==> config.mk <==
export PLATFORM = sky130hd
export DESIGN_NAME = alu_simd_accum_reg_flat
export DESIGN_NICKNAME = d
export VERILOG_FILES = /design/src/rtl/alu_simd_accum_reg_if.sv /design/src/rtl/alu_simd_accum_reg.sv /design/src/flat_wrapper.sv
export SDC_FILE = /design/constraint.sdc
export NUM_CORES = 1
export LEC_CHECK = 0
export BUFFER_PORTS_ARGS = -buffer_cell sky130_fd_sc_hd__clkbuf_2
export CAP_MARGIN = 0
export CORE_ASPECT_RATIO = 0.5
export CORE_MARGIN = 4
export CORE_UTILIZATION = 40
export CTS_CLUSTER_DIAMETER = 40
export DETAILED_ROUTE_END_ITERATION = 10
export HOLD_SLACK_MARGIN = 0.06
export PLACE_DENSITY = 0.76
export SYNTH_ARGS = -nofsm -noshare
export SYNTH_HDL_FRONTEND = slang
export SYNTH_SLANG_ARGS = --single-unit
==> constraint.sdc <==
create_clock -name clk -period 3.8 [get_ports clk]
set_clock_uncertainty 0.15 [all_clocks]
set_input_delay 0.38 -clock clk [delete_from_list [all_inputs] [get_ports clk]]
set_output_delay 0.38 -clock clk [all_outputs]
set_load 0.005 [all_outputs]
==> src/rtl/alu_simd_accum_reg_if.sv <==
// Term/result bus between the SIMD ALU lane, the accumulator register stage and its consumer.
interface alu_simd_accum_reg_if #(
    parameter int WIDTH = 8,
    parameter int EXT_W = 4
);
    logic                   in_valid;
    logic                   in_ready;
    logic [WIDTH-1:0]       s_in;
    logic [1:0]             cout_in;
    logic [WIDTH-1:0]       w_fb;
    logic                   out_valid;
    logic                   out_ready;
    logic [WIDTH+EXT_W-1:0] result;
    logic                   ovf;

    modport master (
        output in_valid, s_in, cout_in, out_ready,
        input  in_ready, w_fb, out_valid, result, ovf
    );

    modport slave (
        input  in_valid, s_in, cout_in, out_ready,
        output in_ready, w_fb, out_valid, result, ovf
    );
endinterface

==> src/rtl/alu_simd_accum_reg.sv <==
// P/EXT accumulator behind the SIMD ALU lane: P feeds back as W, carry-outs extend the result.
// Optional ALU_ACC_SAT_EN: saturate RESULT to all ones when the extension overflows.
module alu_simd_accum_reg #(
    parameter int WIDTH = 8,
    parameter int EXT_W = 4,
    parameter int LEN_W = 8
) (
    input  logic             clk,
    input  logic             rst_n,
    input  logic             clr,
    input  logic [LEN_W-1:0] len,
    output logic             busy,
    alu_simd_accum_reg_if.slave bus
);
    typedef enum logic [1:0] {IDLE, ACC, HOLD} state_t;

    state_t           state;
    logic [WIDTH-1:0] p;
    logic [EXT_W-1:0] ext;
    logic [LEN_W-1:0] cnt, len_q, cnt_inc;
    logic             ovf_q, accept;
    logic [EXT_W:0]   ext_sum;

    assign bus.in_ready  = (state != HOLD);
    assign accept        = bus.in_valid & bus.in_ready;
    assign cnt_inc       = cnt + LEN_W'(1);
    assign ext_sum       = {1'b0, ext} + (EXT_W+1)'(bus.cout_in);
    // The ALU adds W combinationally, so the first term must see zero.
    assign bus.w_fb      = (state == IDLE) ? '0 : p;
    assign bus.out_valid = (state == HOLD);
    assign bus.ovf       = ovf_q;
    assign busy          = (state != IDLE);

`ifdef ALU_ACC_SAT_EN
    assign bus.result = (state == HOLD && ovf_q) ? '1 : {ext, p};
`else
    assign bus.result = {ext, p};
`endif

    always_ff @(posedge clk or negedge rst_n) begin
        if (!rst_n) begin
            state <= IDLE;
            p     <= '0;
            ext   <= '0;
            cnt   <= '0;
            len_q <= '0;
            ovf_q <= 1'b0;
        end else if (clr) begin
            state <= IDLE;
            p     <= '0;
            ext   <= '0;
            cnt   <= '0;
            ovf_q <= 1'b0;
        end else begin
            case (state)
                IDLE: if (accept) begin
                    p     <= bus.s_in;
                    ext   <= EXT_W'(bus.cout_in);
                    cnt   <= LEN_W'(1);
                    len_q <= (len == '0) ? LEN_W'(1) : len;
                    ovf_q <= 1'b0;
                    state <= (len <= LEN_W'(1)) ? HOLD : ACC;
                end
                ACC: if (accept) begin
                    p     <= bus.s_in;
`ifdef ALU_ACC_SAT_EN
                    // Freeze EXT once it overflows; the wrap never becomes visible.
                    if (!ovf_q && !ext_sum[EXT_W]) ext <= ext_sum[EXT_W-1:0];
`else
                    ext   <= ext_sum[EXT_W-1:0];
`endif
                    ovf_q <= ovf_q | ext_sum[EXT_W];
                    cnt   <= cnt_inc;
                    if (cnt_inc == len_q) state <= HOLD;
                end
                HOLD: if (bus.out_ready) state <= IDLE;
                default: state <= IDLE;
            endcase
        end
    end
endmodule

==> src/flat_wrapper.sv <==
// flat-port wrapper written by rule: the top's interface ports become plain ports
module alu_simd_accum_reg_flat 
#(
    parameter int WIDTH = 8,
    parameter int EXT_W = 4,
    parameter int LEN_W = 8
)
  (clk, rst_n, clr, len, busy, bus_in_valid, bus_s_in, bus_cout_in, bus_out_ready, bus_in_ready, bus_w_fb, bus_out_valid, bus_result, bus_ovf);
  alu_simd_accum_reg_if #(.WIDTH(WIDTH), .EXT_W(EXT_W)) bus_i ();
  input  logic clk;
  input  logic rst_n;
  input  logic clr;
  input  logic [LEN_W-1:0] len;
  output logic busy;
  input wire logic [$bits(bus_i.in_valid)-1:0] bus_in_valid;
  input wire logic [$bits(bus_i.s_in)-1:0] bus_s_in;
  input wire logic [$bits(bus_i.cout_in)-1:0] bus_cout_in;
  input wire logic [$bits(bus_i.out_ready)-1:0] bus_out_ready;
  output wire logic [$bits(bus_i.in_ready)-1:0] bus_in_ready;
  output wire logic [$bits(bus_i.w_fb)-1:0] bus_w_fb;
  output wire logic [$bits(bus_i.out_valid)-1:0] bus_out_valid;
  output wire logic [$bits(bus_i.result)-1:0] bus_result;
  output wire logic [$bits(bus_i.ovf)-1:0] bus_ovf;
  assign bus_i.in_valid = bus_in_valid;
  assign bus_i.s_in = bus_s_in;
  assign bus_i.cout_in = bus_cout_in;
  assign bus_i.out_ready = bus_out_ready;
  assign bus_in_ready = bus_i.in_ready;
  assign bus_w_fb = bus_i.w_fb;
  assign bus_out_valid = bus_i.out_valid;
  assign bus_result = bus_i.result;
  assign bus_ovf = bus_i.ovf;
  alu_simd_accum_reg #(.WIDTH(WIDTH), .EXT_W(EXT_W), .LEN_W(LEN_W)) u_core (.clk(clk), .rst_n(rst_n), .clr(clr), .len(len), .busy(busy), .bus(bus_i));
endmodule
==> results of run 1 <==
-- through the flow --
step                      cells  worst slack (ns)  hold slack (ns)  total power [mW]
after floorplan             179             1.783         -0.06559            0.4609
after global placement      271             1.666           0.3306            0.5055
after detailed placement    271             1.597           0.3448            0.5114
after CTS                   280             1.592           0.1592            0.8462
after global routing        280             1.464           0.1587            0.8823
final                       280             1.558           0.1620            0.8385
-- layout by cell type (no fill, tap or decap), types with 2 or more instances in the layout --
cell type   n
a21oi_1     6
nor3_1      4
and3_1      2
inv_1       8
clkbuf_8    6
a31oi_1     3
xnor2_1     7
o31ai_1     4
nand2b_1    5
mux2_2      8
dfrtp_1    31
or3_1       2
o21ai_0    11
o41ai_1     3
ha_1        3
a22o_1      9
clkbuf_2   46
a211oi_1    2
a22oi_1     2
nand2_1    12
nor2_1     17
nand3_1     5
nor2b_1    11
-- state kept, by name, summed over array words and instances, names as in the netlist --
signal and count:
u_core.cnt 8, u_core.len_q 8, u_core.p 8, u_core.ext 4
u_core.state 2, u_core.bus.ovf 1
-- final cells by class --
| class | instances | area (um^2) |
|---|---|---|
| well taps | 54 | 67.56 |
| fillers | 369 | 1914 |
| clock buffers | 6 | 82.58 |
| inverters | 8 | 30.03 |
| flip-flops and latches | 31 | 775.7 |
| multi-input cells | 132 | 878.3 |
| clock inverters | 2 | 35.03 |
| repair buffers | 47 | 240.2 |
-- routing by layer --
metal	share of wire [%]	up-vias	GRT usage, %
met3	4.9	10	4.071
met5	0	-	0
met2	49	41	27.02
met4	2.3	0	8.277
li1	-	739	-
met1	44	749	17.58
-- logic make-up (layout without fill, tap and decap cells) --
| group | Yosys count | in the layout | share of synthesized area (%) |
|---|---|---|---|
| simple gates | 65 | 65 | 19.07 |
| mux | 9 | 9 | 5.802 |
| compound gates | 46 | 46 | 18.64 |
| xor+xnor | 8 | 8 | 4.061 |
| fa+ha+maj | 4 | 4 | 3.336 |
| flops | 31 | 31 | 44.96 |
| buf+inv | 16 | 63 | 4.133 |
-- worst reg2reg max path: stages, from the launching register on --
cell,delay [ns]
dfrtp_1,0.49
ha_1,0.33
nor3b_1,0.24
o221ai_1,0.18
a2111o_1,0.47
o31a_1,0.28
-- worst max-delay path by stage --
| stage | end | slack [ns] | start | cells after the start |
|---|---|---|---|---|
| after floorplan | u_core.state[0] | 1.78 | u_core.cnt[1] | 4 |
| after global placement | u_core.state[1] | 1.67 | len[6] | 6 |
| after detailed placement | u_core.state[0] | 1.60 | u_core.cnt[0] | 4 |
| after CTS | u_core.state[0] | 1.59 | u_core.cnt[0] | 4 |
| after global routing | u_core.state[0] | 1.46 | u_core.cnt[0] | 5 |
| final | u_core.state[0] | 1.56 | u_core.cnt[0] | 5 |
-- where the power goes --
group / internal, mW / switching [mW]
logic: 0.0616 / 0.0622
registers: 0.356 / 0.0264
clock network: 0.212 / 0.121
total: 0.629 / 0.209
==> run metrics, run 1 <==
DRT Pass-1 Iters=4; fin nets=252; max-slew violations=0; CP Capture Type=flip-flop; Synth area leaders=dfrtp_1 45%, mux2_2 5.2%, a22o_1 4.6%; Chip Width=100.9 um; slowest CP cell=dfrtp_1; Hold Path Stages=2; distinct cell type count after synthesis=40; sequential share of the synthesized area=44.96%; Syn Nets=206; largest net degree at the start of global routing=32; R2R cell count=5; Antenna Cells=0; All-Layer GR Usage=15.33%; Post-synth top cells=31 x dfrtp_1, 17 x nor2_1, 12 x nand2_1; worst-path cell chain=ha_1, nor3b_1, o221ai_1, a2111o_1, o31a_1; RSZ-0062 raised after global routing=false; critical path's top delay family=compound AO/OA/AOI/OAI gates; initial DRC count=55; CTS buffer count=5; routed vias/inst=5.496; first-pass GRT wire length=6499 um; # resized after CTS=0; average cell area after synthesis=9.639 um^2; placed inst area=1982 um^2; worst hold path endpoint=u_core.p[2]; clk_lat worst skew=0.28 ns; Max Cap Viol=0; routability congestion estimate=0.8942; hold crit path type=in2reg; crit path kind=reg2reg; CTS H-tree lvls=2; Async S/R FF share, synth=100.0%; clock sink count=31; CTS root buffer=clkbuf_8; Syn Std Cell Area=1725 um^2; Die ar.=5492 um^2; detailed-route wire length=4000 um; Area Overhead vs Synth=22.26%; post-CTS setup buffers=0; number of synthesis warnings=0; min-delay src=bus_s_in[2]; LEAKAGE=0.9790 nW; Synth Register Bits=31; number of global-route vias before repair=1,464; DRC viols=0; fin util=52.43%; result of the run=finished clean; Final Hold Viols=0; post-route ant nets=0; setup slack, reg-to-reg=1.56 ns; Max VDD drop=0.0001889 V; final global-route overflow total=0; count leader, synth=dfrtp_1; post-synth top area share=44.96%; Worst Path Required=3.82 ns; EDFF count, synth=0; Slew Limit Headroom=30.71%; largest area contributor in the synthesized netlist=dfrtp_1; # hold bufs at CTS=1; initial antenna violation count=0; post-DP HPWL=3031 um; Worst Path Max Fanout=9; worst-margin pin slew=1.036 ns; Core Rows=16; I/O pin total=47; pwr dens=397.5 nW/um^2; startpoint types=flip-flop; WP buf/inv=0; Crit path largest cell delay=0.49 ns; synthesized instance count=179; DR WL/cell=14.29 um; Post-Route Setup TNS=0 ns; Peak Freq=446.0 MHz; area of the core=4024 um^2; CTS tree=done; vias post-DR=1,539; Starting Density=42.88%; fin crit period=2.242 ns; clock slew at reported path FFs=0.07 ns; Crit path arrival time=2.26 ns; clock tree buffer depth=2; post-route design area=2110 um^2; R2R Path End=u_core.state[0]; final worst-path cycle share=59.00%; share of layout cells above drive strength 1=28.32%; I/O Buffers=46; FF-to-FF Start=u_core.cnt[0]; Final Setup Violations=0; die height=54.44 um; top_reg_cell synth=dfrtp_1
(Power assumes the default switching activity.)
==> run 2, diff against run 1 <==
PLACE_DENSITY = 0.78   (was 0.76)
clock period = 1.95 ns   (was 3.8 ns; I/O delays follow)
==> run metrics, run 2 (same netlist as run 1, synthesis figures left out) <==
Chip Width=100.9 um (unchanged); critical path's top delay family=compound AO/OA/AOI/OAI gates; share of layout cells above drive strength 1=31.78% (+3.5 points); initial antenna violation count=0 (unchanged); initial DRC count=99 (+80%); first-pass GRT wire length=7590 um (+17%); Clk pwr share=30.2% (-9.5 points); Worst Path Max Fanout=6 (-3); most frequent cells in the layout=46 x clkbuf_2, 31 x dfrtp_1, 18 x buf_4; largest net degree at the start of global routing=32 (unchanged); DRT Pass-1 Iters=4 (unchanged); FF-to-FF Start=u_core.cnt[0]; Pint=1.090 mW (+73%); clock slew at reported path FFs=0.06 ns (about the same); min-delay src=clr; final global-route overflow total=0 (unchanged); final worst-path cycle share=100.3% (+41 points); Core Rows=16 (unchanged); Filler cells=326 (-12%); die height=54.44 um (unchanged); Worst Path Required=1.96 ns (-1.86 ns); hold crit path type=in2reg; final hold slack=0.08181 ns (-0.08021 ns); Die ar.=5492 um^2 (unchanged); CTS root buffer=clkbuf_8; LEAKAGE=1.115 nW (+14%); final setup margin=-0.006688 ns (-1.565 ns); pre-CTS setup slack=0.004878 ns (-1.592 ns); All-Layer GR Usage=17.96% (+2.6 points); Hold Path Stages=2 (unchanged); CTS tree=done; Layout Cells excl Fill=312 (+11%); pwr dens=625.6 nW/um^2 (+57%); routed vias/inst=5.429 (-1.2%); post-route design area=2382 um^2 (+13%); post-DP HPWL=3355 um (+11%); WP buf/inv=0 (unchanged); max-slew violations=0 (unchanged); Antenna Cells=0 (unchanged); commonest non-fill, non-tap cell in the layout=clkbuf_2; CTS buffer count=5 (unchanged); worst-path cell chain=ha_4, or4b_1, a2111o_1, o31a_1; Area Overhead vs Synth=38.07%; setup slack, reg-to-reg=-0.007 ns (-1.56 ns); clock sink count=31 (unchanged); RSZ-0062 raised after global routing=true; Max VDD drop=0.0003351 V (+77%); cell count after placement=288 (+6.3%); R2R Path End=u_core.state[0]; number of global-route vias before repair=1,656 (+13%); CTS H-tree lvls=2 (unchanged); worst-margin pin slew=0.7665 ns (-0.2691 ns); DRC viols=0 (unchanged); placed inst area=2122 um^2 (+7.1%); I/O Buffers=46 (unchanged); DR WL/cell=14.85 um (+4.0%); I/O pin total=47 (unchanged); Final Power=1.490 mW (+78%); startpoint types=flip-flop; Crit path arrival time=1.97 ns (-0.29 ns); switching pwr=0.4006 mW (+91%); Final Hold Viols=0 (unchanged); Slew Limit Headroom=48.90% (+18 points); detailed-route wire length=4634 um (+16%); Crit path largest cell delay=0.43 ns (-0.06 ns); combinational share of power=20.1% (+5.3 points); vias post-DR=1,694 (+10%); post-route ant nets=0 (unchanged); Starting Density=42.88% (unchanged); Final Setup Violations=1 (+1); sequential share of power=49.7% (+4.1 points); routability congestion estimate=0.9060 (+1.3%); Sw Ratio=26.88% (+1.9 points); R2R cell count=4 (-1); worst hold path endpoint=u_core.bus.ovf; CP Capture Type=flip-flop; failing checks=setup timing; fin crit period=1.957 ns (-0.2854 ns); clk_lat worst skew=0.28 ns (about the same); crit path kind=reg2reg; biggest regs=u_core.cnt (8), u_core.len_q (8), u_core.p (8); result of the run=complete, but fails checks; fin nets=286 (+13%); Max Cap Viol=0 (unchanged); clock tree buffer depth=2 (unchanged); Peak Freq=511.1 MHz (+15%); slowest CP cell=or4b_1; area of the core=4024 um^2 (unchanged)
## run 2: power by group through the flow
stage               registers (mW)  logic [mW]  clock network (mW)
CTS                          0.739       0.297               0.456
detailed placement           0.751       0.269                   0
floorplan                    0.740       0.161                   0
global route                 0.748       0.330               0.489
global placement             0.748       0.260                   0
finish                       0.741       0.300               0.450
## run 2: layout make-up
class                   instances  area, um^2  area share [%]
multi-input cells             132       900.9           37.82
flip-flops and latches         31       775.7           32.56
repair buffers                 81       535.5           22.48
clock buffers                   6       72.57           3.046
well taps                      54       67.56           2.836
inverters                       8       30.03           1.261
## run 2: per-layer routing
metal / track usage [%] / wire length, um
met5: 0 / 0
met4: 6.488 / 111
met2: 31.70 / 2387
met3: 4.962 / 311
met1: 21.55 / 1824
## run 2: how the worst max path moves through the flow
stage	start	endpoint	cells past startpoint
2_1_floorplan	u_core.cnt[4]	u_core.state[0]	5
3_3_place_gp	u_core.cnt[4]	u_core.state[0]	4
3_5_place_dp	u_core.len_q[4]	u_core.state[0]	4
4_1_cts	u_core.cnt[1]	u_core.state[0]	4
5_1_grt	u_core.cnt[0]	u_core.state[0]	4
6_report	u_core.cnt[0]	u_core.state[0]	4
## run 2: per-stage QoR
step,TNS [ns],util [%]
finish,-0.006688,59.20
global route,-0.08601,59.20
CTS,-0.008068,58.77
detailed placement,0,52.74
global placement,0,52.74
floorplan,-0.02037,-
## run 2: what timing repair did
action                                  4_1_cts  5_1_grt
hold endpoints to repair                     47        0
buffers inserted                              0        1
pin swaps                                     0        0
hold buffers                                 17        0
resized for setup                             0        4
endpoints found under the setup margin        1        2
